## config.mk

```make
export PLATFORM = sky130hd
export DESIGN_NAME = encode42_rr
export DESIGN_NICKNAME = d
export VERILOG_FILES = /design/src/rtl/encode42_pkg.sv /design/src/rtl/encode42_rr_prio_rot4.sv /design/src/rtl/encode42_rr.sv
export SDC_FILE = /design/constraint.sdc
export NUM_CORES = 1
export LEC_CHECK = 0
export ABC_AREA = 1
export BUFFER_PORTS_ARGS = -buffer_cell sky130_fd_sc_hd__buf_2
export CORE_ASPECT_RATIO = 1.25
export CORE_MARGIN = 2
export CORE_UTILIZATION = 55
export DETAILED_ROUTE_END_ITERATION = 6
export PLACE_DENSITY = 0.82
export SYNTH_ARGS = -nofsm -noshare
export SYNTH_HDL_FRONTEND = slang
export SYNTH_SLANG_ARGS = --single-unit
```

## constraint.sdc

```tcl
create_clock -name clk -period 2.4 [get_ports clk]
set_input_delay 0.48 -clock clk [delete_from_list [all_inputs] [get_ports clk]]
set_output_delay 0.48 -clock clk [all_outputs]
set_load 0.02 [all_outputs]
```

## src/rtl/encode42_pkg.sv

```systemverilog
// encode42_pkg -- constants and small helpers shared by the 4-to-2 encoder.
//   IDX_W  : width of an encoded source index
//   REQ_N  : number of request sources
//   FIXED/RR : values of the RR_MODE parameter of encode42_rr
package encode42_pkg;

  localparam int IDX_W = 2;
  localparam int REQ_N = 4;

  // Priority mode selector values for RR_MODE.
  localparam int FIXED = 0;
  localparam int RR    = 1;

  // Result of one priority search.
  typedef struct packed {
    logic             any;
    logic             multi;
    logic [IDX_W-1:0] idx;
  } sel_t;

  // Index following idx, wrapping from REQ_N-1 back to 0.
  function automatic logic [IDX_W-1:0] next_idx(input logic [IDX_W-1:0] idx);
    return idx + IDX_W'(1);
  endfunction

endpackage

```

## src/rtl/encode42_rr_prio_rot4.sv

```systemverilog
// prio_rot4 -- combinational rotated priority search over 4 request bits.
//   req   [3:0] in  : request bits, one per source index
//   start [1:0] in  : index where the search begins (searched upward, mod 4)
//   idx   [1:0] out : first set index at or after start
//   any         out : at least one request bit is set
//   multi       out : two or more request bits are set
module prio_rot4
  import encode42_pkg::*;
(
  input  logic [REQ_N-1:0] req,
  input  logic [IDX_W-1:0] start,
  output logic [IDX_W-1:0] idx,
  output logic             any,
  output logic             multi
);

  logic [REQ_N-1:0] rot;
  logic [IDX_W-1:0] off;
  logic             found;

  always_comb begin
    rot   = '0;
    off   = '0;
    found = 1'b0;
    // rot[i] is the request at position start+i, so a plain
    // lowest-set-bit search over rot gives the offset from start.
    for (int i = 0; i < REQ_N; i++) begin
      rot[i] = req[IDX_W'(start + IDX_W'(i))];
    end
    for (int i = 0; i < REQ_N; i++) begin
      if (rot[i] && !found) begin
        off   = IDX_W'(i);
        found = 1'b1;
      end
    end
  end

  // Offset is added back modulo 4 by the 2-bit wrap.
  assign idx   = start + off;
  assign any   = |req;
  // Clearing the lowest set bit leaves something only if two or more were set.
  assign multi = |(req & (req - REQ_N'(1)));

endmodule

```

## src/rtl/encode42_rr.sv

```systemverilog
// encode42_rr -- registered 4-to-2 priority encoder with round-robin or
// fixed priority, valid/ready on both sides and a saturating count of
// accepted all-zero words.
//   Parameters: RR_MODE (RR = rotating priority, FIXED = lowest index wins),
//               CNT_W (width of zero_cnt)
//   clk, rst        : clock, synchronous active-high reset
//   en              : enable; low stops new input being accepted
//   in, in_valid    : request word and its valid strobe
//   in_ready        : word is accepted this cycle when in_valid is also high
//   out, multi      : selected index and "more than one bit set" flag
//   out_valid       : out/multi hold a result
//   out_ready       : consumer takes the result this cycle
//   zero_cnt        : saturating count of accepted all-zero words
//
// Handshake: a transfer happens on a rising edge where valid and ready are
// both high. The producer holds its data stable while valid is high and
// ready is low; ready never depends on the same side's valid.
module encode42_rr
  import encode42_pkg::*;
#(
  parameter int RR_MODE = 1,
  parameter int CNT_W   = 8
) (
  input  logic             clk,
  input  logic             rst,
  input  logic             en,
  input  logic [REQ_N-1:0] in,
  input  logic             in_valid,
  output logic             in_ready,
  output logic [IDX_W-1:0] out,
  output logic             multi,
  output logic             out_valid,
  input  logic             out_ready,
  output logic [CNT_W-1:0] zero_cnt
);

  logic [IDX_W-1:0] out_q, out_d;
  logic             multi_q, multi_d;
  logic             valid_q, valid_d;
  logic [IDX_W-1:0] ptr_q, ptr_d;
  logic [CNT_W-1:0] cnt_q, cnt_d;

  logic             accept;
  logic             consume;
  logic [IDX_W-1:0] start;
  sel_t             sel;

  // The output slot is free when empty or being drained this cycle,
  // which lets a new result replace the old one without a bubble.
  assign in_ready = en & (~valid_q | out_ready);
  assign accept   = in_valid & in_ready;
  assign consume  = valid_q & out_ready;

  // Fixed priority is a search that always starts at index 0.
  assign start = (RR_MODE == RR) ? next_idx(ptr_q) : '0;

  prio_rot4 u_prio (
    .req   (in),
    .start (start),
    .idx   (sel.idx),
    .any   (sel.any),
    .multi (sel.multi)
  );

  always_comb begin
    out_d   = out_q;
    multi_d = multi_q;
    valid_d = valid_q;
    ptr_d   = ptr_q;
    cnt_d   = cnt_q;
    if (accept) begin
      if (sel.any) begin
        out_d   = sel.idx;
        multi_d = sel.multi;
        valid_d = 1'b1;
        if (RR_MODE == RR) begin
          ptr_d = sel.idx;
        end
      end else begin
        // An all-zero word yields no result; it only counts.
        if (cnt_q != {CNT_W{1'b1}}) begin
          cnt_d = cnt_q + CNT_W'(1);
        end
        if (consume) begin
          valid_d = 1'b0;
        end
      end
    end else if (consume) begin
      valid_d = 1'b0;
    end
  end

  always_ff @(posedge clk) begin
    if (rst) begin
      out_q   <= '0;
      multi_q <= 1'b0;
      valid_q <= 1'b0;
      // ptr=3 makes the first rotating search begin at index 0.
      ptr_q   <= IDX_W'(REQ_N - 1);
      cnt_q   <= '0;
    end else begin
      out_q   <= out_d;
      multi_q <= multi_d;
      valid_q <= valid_d;
      ptr_q   <= ptr_d;
      cnt_q   <= cnt_d;
    end
  end

  assign out       = out_q;
  assign multi     = multi_q;
  assign out_valid = valid_q;
  assign zero_cnt  = cnt_q;

endmodule
```

==> Word level (Yosys, flattened, before mapping) <==
Index checks and enable logic that the tools add are counted.
W data, S select, Z words.
{ "totals": {"reg_bits": 14, "input_bits": 9, "word_cells": 51, "out_inout_bits": 13} }
{ "op_classes": {"eq_ne": 1, "n_reduce_logical": 10, "addsub": 7, "magnitude_cmp": 4, "muxes": 17, "bitwise": 7} }
{ "op_table": {"columns": ["operator", "count"], "rows": [
  ["$lt A2 B3 Y1 const B", 4],
  ["$mux W1", 11],
  ["$add A8 B1 Y8 const B", 1],
  ["$bmux W1 S2", 4],
  ["$ne A8 B8 Y1 const B", 1],
  ["$reduce_or A4 Y1", 2],
  ["$add A2 B1 Y2 const B", 2],
  ["$add A2 B2 Y2 const B", 2],
  ["$and A4 B4 Y4", 1],
  ["$mux W2", 2],
  ["$sub A4 B1 Y4 const B", 1],
  ["$and A1 B1 Y1", 3],
  ["$logic_and A1 B1 Y1", 3],
  ["$logic_not A1 Y1", 3],
  ["$reduce_and A3 Y1", 1],
  ["$add A2 B2 Y2", 1],
  ["$not A1 Y1", 2],
  ["$reduce_and A2 Y1", 1],
  ["$or A1 B1 Y1", 1]
]} }

==> Depth between registers and ports, before layout <==
{ "logic_depth": {"depth_word": 14, "depth_mapped": 14, "mapped_depth_nobuf": 13} }

==> Hierarchy <==
A second synthesis with hierarchy kept.
{ "unflattened": {"hier_cells": 167, "hier_area_um2": 1057.3} }
{ "by_module_without_submodules": {"columns": ["module", "cells_per_inst", "area_per_inst_um2", "n_inst", "seq_area_each_um2"], "rows": [
  ["encode42_rr", 106, 767.0, 1, 280.3],
  ["prio_rot4", 61, 290.3, 1, 0.0]
]} }

==> Worst setup path before layout <==
No wires, ideal clock.
{ "synth_path": {"path_type": "input to register", "start": "input in[3]", "end": "register out_q[1], in the netlist out[1]", "required_time_ps": 2282, "setup_slack_ps": 775, "n_path_buf": 0, "setup_time_ps": 118, "arrival_time_ps": 1507, "stages": 11, "path_cell_list": "inv_2 nand2_1 nand2_1 nand2_1 a31oi_1 nor2_1 ha_1 xor2_1 nand3_1 nand3_1 a21oi_1"} }
{ "synth_via": {"elab_chain_cells": 13, "word_cells_on_any_way": 23, "cone_classes": "add/sub (1); mux (14); reduce/logical (8)"} }
{ "synth_lines": {"columns": ["element", "line_no", "rtl"], "rows": [
  ["start: declaration", "encode42_rr.sv:27", "input logic [REQ_N-1:0] in,"],
  ["$bmux W1 S2", "encode42_rr_prio_rot4.sv:28", "rot[i] = req[IDX_W'(start + IDX_W'(i))];"],
  ["$mux W1 (implied by the code)", "encode42_rr_prio_rot4.sv:28", null],
  ["$mux W1", "encode42_rr_prio_rot4.sv:31", "if (rot[i] && !found) begin"],
  ["$logic_not A1 Y1", "encode42_rr_prio_rot4.sv:31", null],
  ["$logic_and A1 B1 Y1", "encode42_rr_prio_rot4.sv:31", null],
  ["$mux W1", "encode42_rr_prio_rot4.sv:31", null],
  ["$logic_not A1 Y1", "encode42_rr_prio_rot4.sv:31", null],
  ["$logic_and A1 B1 Y1", "encode42_rr_prio_rot4.sv:31", null],
  ["$mux W1", "encode42_rr_prio_rot4.sv:31", null],
  ["$logic_not A1 Y1", "encode42_rr_prio_rot4.sv:31", null],
  ["$logic_and A1 B1 Y1", "encode42_rr_prio_rot4.sv:31", null],
  ["$mux W2", "encode42_rr_prio_rot4.sv:31", null],
  ["$add A2 B2 Y2", "encode42_rr_prio_rot4.sv:39", "assign idx = start + off;"],
  ["end signal: assignment", "encode42_rr.sv:102", "out_q <= out_d;"],
  ["end: declaration", "encode42_rr.sv:37", "logic [IDX_W-1:0] out_q, out_d;"]
]} }
Several ways; a longest one is shown, not always the timed one. The select of a mux whose other input is x is not followed.
A chain may end at the register's enable or synchronous reset.

==> Final worst setup path <==
{ "layout_path": {"start": "register ptr_q[0]", "end": "register out_q[1], in the netlist out[1]"} }
{ "layout_via": {"elab_chain_cells": 14, "word_cells_on_any_way": 25, "cone_classes": "add/sub (5); mux (14); reduce/logical (6)"} }
{ "layout_lines": {"columns": ["element", "line_no", "rtl"], "rows": [
  ["start: declaration", "encode42_rr.sv:40", "logic [IDX_W-1:0] ptr_q, ptr_d;"],
  ["start signal: assignment", "encode42_rr.sv:99", "ptr_q <= IDX_W'(REQ_N - 1);"],
  ["start signal: assignment", "encode42_rr.sv:105", "ptr_q <= ptr_d;"],
  ["$add A2 B1 Y2 *", "encode42_pkg.sv:23", "return idx + IDX_W'(1);"],
  ["parallel branches: the longest is 12 deep, another holds $add A2 B1 Y2", null, null],
  ["$add A2 B2 Y2 *", "encode42_rr_prio_rot4.sv:39", null]
]} }
Every way passes the cells marked *. The select of a mux whose other input is x is not followed.

==> parameters.txt <==
Parameter                              Value

Synth
  Syn Inst Count    roughly 140
  Share of synthesized area occupied by flip-flops and latches    0.3115
  FF+latch count, synth    14
  Synth Area per Inst    6.567 um2
  Nets in the synthesized netlist    148
  Synthesis Warnings    0
  Post-synthesis instance area    899.6 um2
  Library cells used by synthesis    26

Critical path
  Worst-path cell chain    inv_4 > nand2_1 > nand2_1 > nand2_1 > nand2_1 > a31oi_1 > nor2_1 > ha_1 > xor2_1 > inv_1 > nand2_1 > nand3_1 > a21oi_1
  Arrival time reported for the critical path endpoint    approximately 2200 ps
  Top Family by Delay on Critical Path    flip-flops
  Crit. End Element    flip-flop
  Slowest cell on the critical path    sky130_fd_sc_hd__dfxtp_1
  Worst setup slack for register-to-register paths    390 ps
  Number of buffers and inverters on the critical path    2
  Max stage delay on crit path    550 ps
  Data required, critical path    2620 ps
  Largest fanout of any net on the critical path    10
  CP most frequent cell    sky130_fd_sc_hd__nand2_1
  Startpoint kind of the worst setup timing path    flip-flop
  Type of the worst setup path    flip-flop to flip-flop

Clock network
  Buffer type at the clock tree root    sky130_fd_sc_hd__clkbuf_4
  Cts bufs inserted    3
  TritonCTS clock tree    built
  H-tree levels    1
  Post-CTS setup-driven buffer insertion count    0
  Clock edge transition at the registers on the reported setup and hold paths    90 ps
  Hold-fix buffers at CTS    0
  Clock Tree Buf Depth    2
  Number of clock sinks    14
  Clk_lat worst skew    280 ps
  Count of cells resized by post-cts repair    0

Placed design
  Port-buffer cells    21
  Pre-CTS setup slack    475.0 ps
  Detailed Place HPWL    1507 um
  Placer congestion estimate    0.7332

GRT
  Overall routing resource usage    0.2385
  Wire length of the first global-routing pass    between 3000 and 4000 um
  Maximum number of pins on one net before global-route repair    11
  Initial antenna violation count    0
  Number of global-route vias before repair    856
  Total global routing overflow    0

STA
  Count of pins over their slew limit    0
  Slack of the critical path    393.6 ps
  Final setup fails    0
  Post-route minimum period    2006 ps
  Post-route fraction of the period consumed by the critical path    0.8360
  Headroom to the max-slew limit    0.7562
  Max Clock Freq    0.4984 GHz
  Setup repair after global routing missed its margin    false
  Slew @ Worst Pin    365.2 ps
  Final count of hold timing violations    0
  Total negative slack    0 ps
  Final clock skew    roughly 2.3 ps

Cells and area
  Proportion of layout cells with a drive suffix above 1    0.2438
  Storage element area    approximately 280 um2
  Area of the multi-input gates    541.8 um2
  Antenna cell count    0
  Area grow syn2layout    16.55%
  Final #Nets    172
  Fill cells    about 150

Floorplan
  I/O pin count    22
  Height of the die    49.22 um
  Number of core rows    16
  Die area    1977 um2
  Width of the die    40.18 um
  Core outline area    1541 um2
  Initial Utilization    0.5836

Worst hold path
  Path type of the worst min-delay path    flip-flop to flip-flop

Power and ir drop
  Leakage    approximately 0.54 nW
  Net switching power of the design    0.0001673 W
  Clock share of power    0.323
  Switching fraction of total power    0.3094
  Internal    0.0003734 W
  Register share of total power    0.463
  Worst supply voltage drop on vdd    around 0.28 mV
  Power Dens Cells    slightly above 500 nW/um2
  Share of total power in combinational logic    0.214

Drt
  Remaining design rule violation count    0
  DRT Wirelength    between 1500 and 2000 um
  Remaining antenna violation count    0
  Number of vias after detailed routing    939
  Number of DRC violations after detailed-routing iteration 0    11
  Pre-antenna DRT Iters    4
  Routed length per instance    between 10 and 15 um
  DR vias/cell    5.275

Flow run
  Number of max-capacitance violations reported    0

Run status
  Run status    finished, final reports clean
cells in the mapped netlist, drive strengths merged:
cell type | instances | area share
a21oi | 11 | 0.065
a31oi | 1 | 0.0070
and2 | 1 | 0.0070
buf | 2 | 0.017
clkinv | 1 | 0.0056
dfxtp | 14 | 0.31
ha | 2 | 0.028
inv | 14 | 0.064
nand2 | 57 | 0.24
nand3 | 11 | 0.067
nand4 | 2 | 0.031
nor2 | 7 | 0.038
nor3 | 2 | 0.011
o211ai | 2 | 0.017
o21ai | 5 | 0.040
xnor2 | 3 | 0.029
xor2 | 2 | 0.019
state kept, by name (all words and copies together) (netlist names):
| signal | count |
|---|---|
| out_valid | 1 |
| multi | 1 |
| out | 2 |
| zero_cnt | 8 |
| ptr_q | 2 |
area by class of cell:
type | count | area share
clock buffer | 4 | 0.03461
inverter | 15 | 0.05967
multi-input combinational | 106 | 0.5167
sequential | 14 | 0.2673
tap | 18 | 0.02148
timing repair buffer | 21 | 0.1002
power groups by stage:
stage / clock [W] / combinational, W / sequential [W]
after floorplan: 0 / 0.0000837 / 0.000257
after global routing: 0.000185 / 0.000130 / 0.000251
after global placement: 0 / 0.000110 / 0.000255
after CTS: 0.000176 / 0.000114 / 0.000250
final: 0.000175 / 0.000116 / 0.000250
after detailed placement: 0 / 0.000114 / 0.000255
cell usage in the layout, fill, tap and decap left out, types with 3 or more instances in the layout:
cell and instances:
sky130_fd_sc_hd__nand3_1 10, sky130_fd_sc_hd__clkbuf_4 3, sky130_fd_sc_hd__dfxtp_1 14, sky130_fd_sc_hd__inv_1 8, sky130_fd_sc_hd__inv_2 4, sky130_fd_sc_hd__xnor2_1 3
sky130_fd_sc_hd__buf_2 21, sky130_fd_sc_hd__o21ai_1 3, sky130_fd_sc_hd__nand2_1 55, sky130_fd_sc_hd__nor2_1 6, sky130_fd_sc_hd__a21oi_1 10
logic make-up (layout without fill, tap and decap cells):
logic type	after synthesis	after routing	share of synthesized area
flip-flops	14	14	0.3115
XOR/XNOR	5	5	0.04869
AO/OA/AOI/OAI	19	19	0.1293
adder cells (fa/ha/maj)	2	2	0.02781
buffers and inverters	17	40	0.08621
AND/OR/NAND/NOR	80	80	0.3964
stage by stage:
stage | power (W) | instance area, um2 | std cells | hold WS, ps | util
2_1_floorplan | 0.0003410 | 899.6 | 137 | 542.6 | -
3_3_place_gp | 0.0003655 | 1012 | 174 | 452.6 | 0.6567
3_5_place_dp | 0.0003690 | 1012 | 174 | 459.2 | 0.6567
4_1_cts | 0.0005407 | 1049 | 178 | 473.1 | 0.6802
5_1_grt | 0.0005669 | 1049 | 178 | 483.3 | 0.6802
6_report | 0.0005407 | 1049 | 178 | 470.1 | 0.6802
worst reg2reg max path, cell delays in order, from the launching register on:
cell                      delay (ps)
sky130_fd_sc_hd__dfxtp_1         550
sky130_fd_sc_hd__inv_4           110
sky130_fd_sc_hd__nand2_1         120
sky130_fd_sc_hd__nand2_1          60
sky130_fd_sc_hd__nand2_1          70
sky130_fd_sc_hd__nand2_1          70
sky130_fd_sc_hd__a31oi_1         170
sky130_fd_sc_hd__nor2_1           60
sky130_fd_sc_hd__ha_1            190
sky130_fd_sc_hd__xor2_1          220
sky130_fd_sc_hd__inv_1            60
sky130_fd_sc_hd__nand2_1          70
sky130_fd_sc_hd__nand3_1          80
sky130_fd_sc_hd__a21oi_1         130
routing by layer:
metal	routed length, um	share of wire	GRT usage	up-vias
met5	0	0	0	-
met4	38	0.019	0.1111	0
met3	88	0.044	0.04110	4
met2	1095	0.55	0.4247	26
met1	775	0.39	0.2486	426
li1	-	-	-	483
worst paths after layout:
check,start,end,cells after the start
worst max-delay path,ptr_q[0]$_SDFFE_PP1P_,out[1]$_SDFFE_PP0P_,13
worst min-delay path,multi$_SDFFE_PP0P_,multi$_SDFFE_PP0P_,2
worst max register to register,ptr_q[0]$_SDFFE_PP1P_,out[1]$_SDFFE_PP0P_,13
worst min register to register,multi$_SDFFE_PP0P_,multi$_SDFFE_PP0P_,2
No activity file was read; power rests on OpenSTA's default activity.
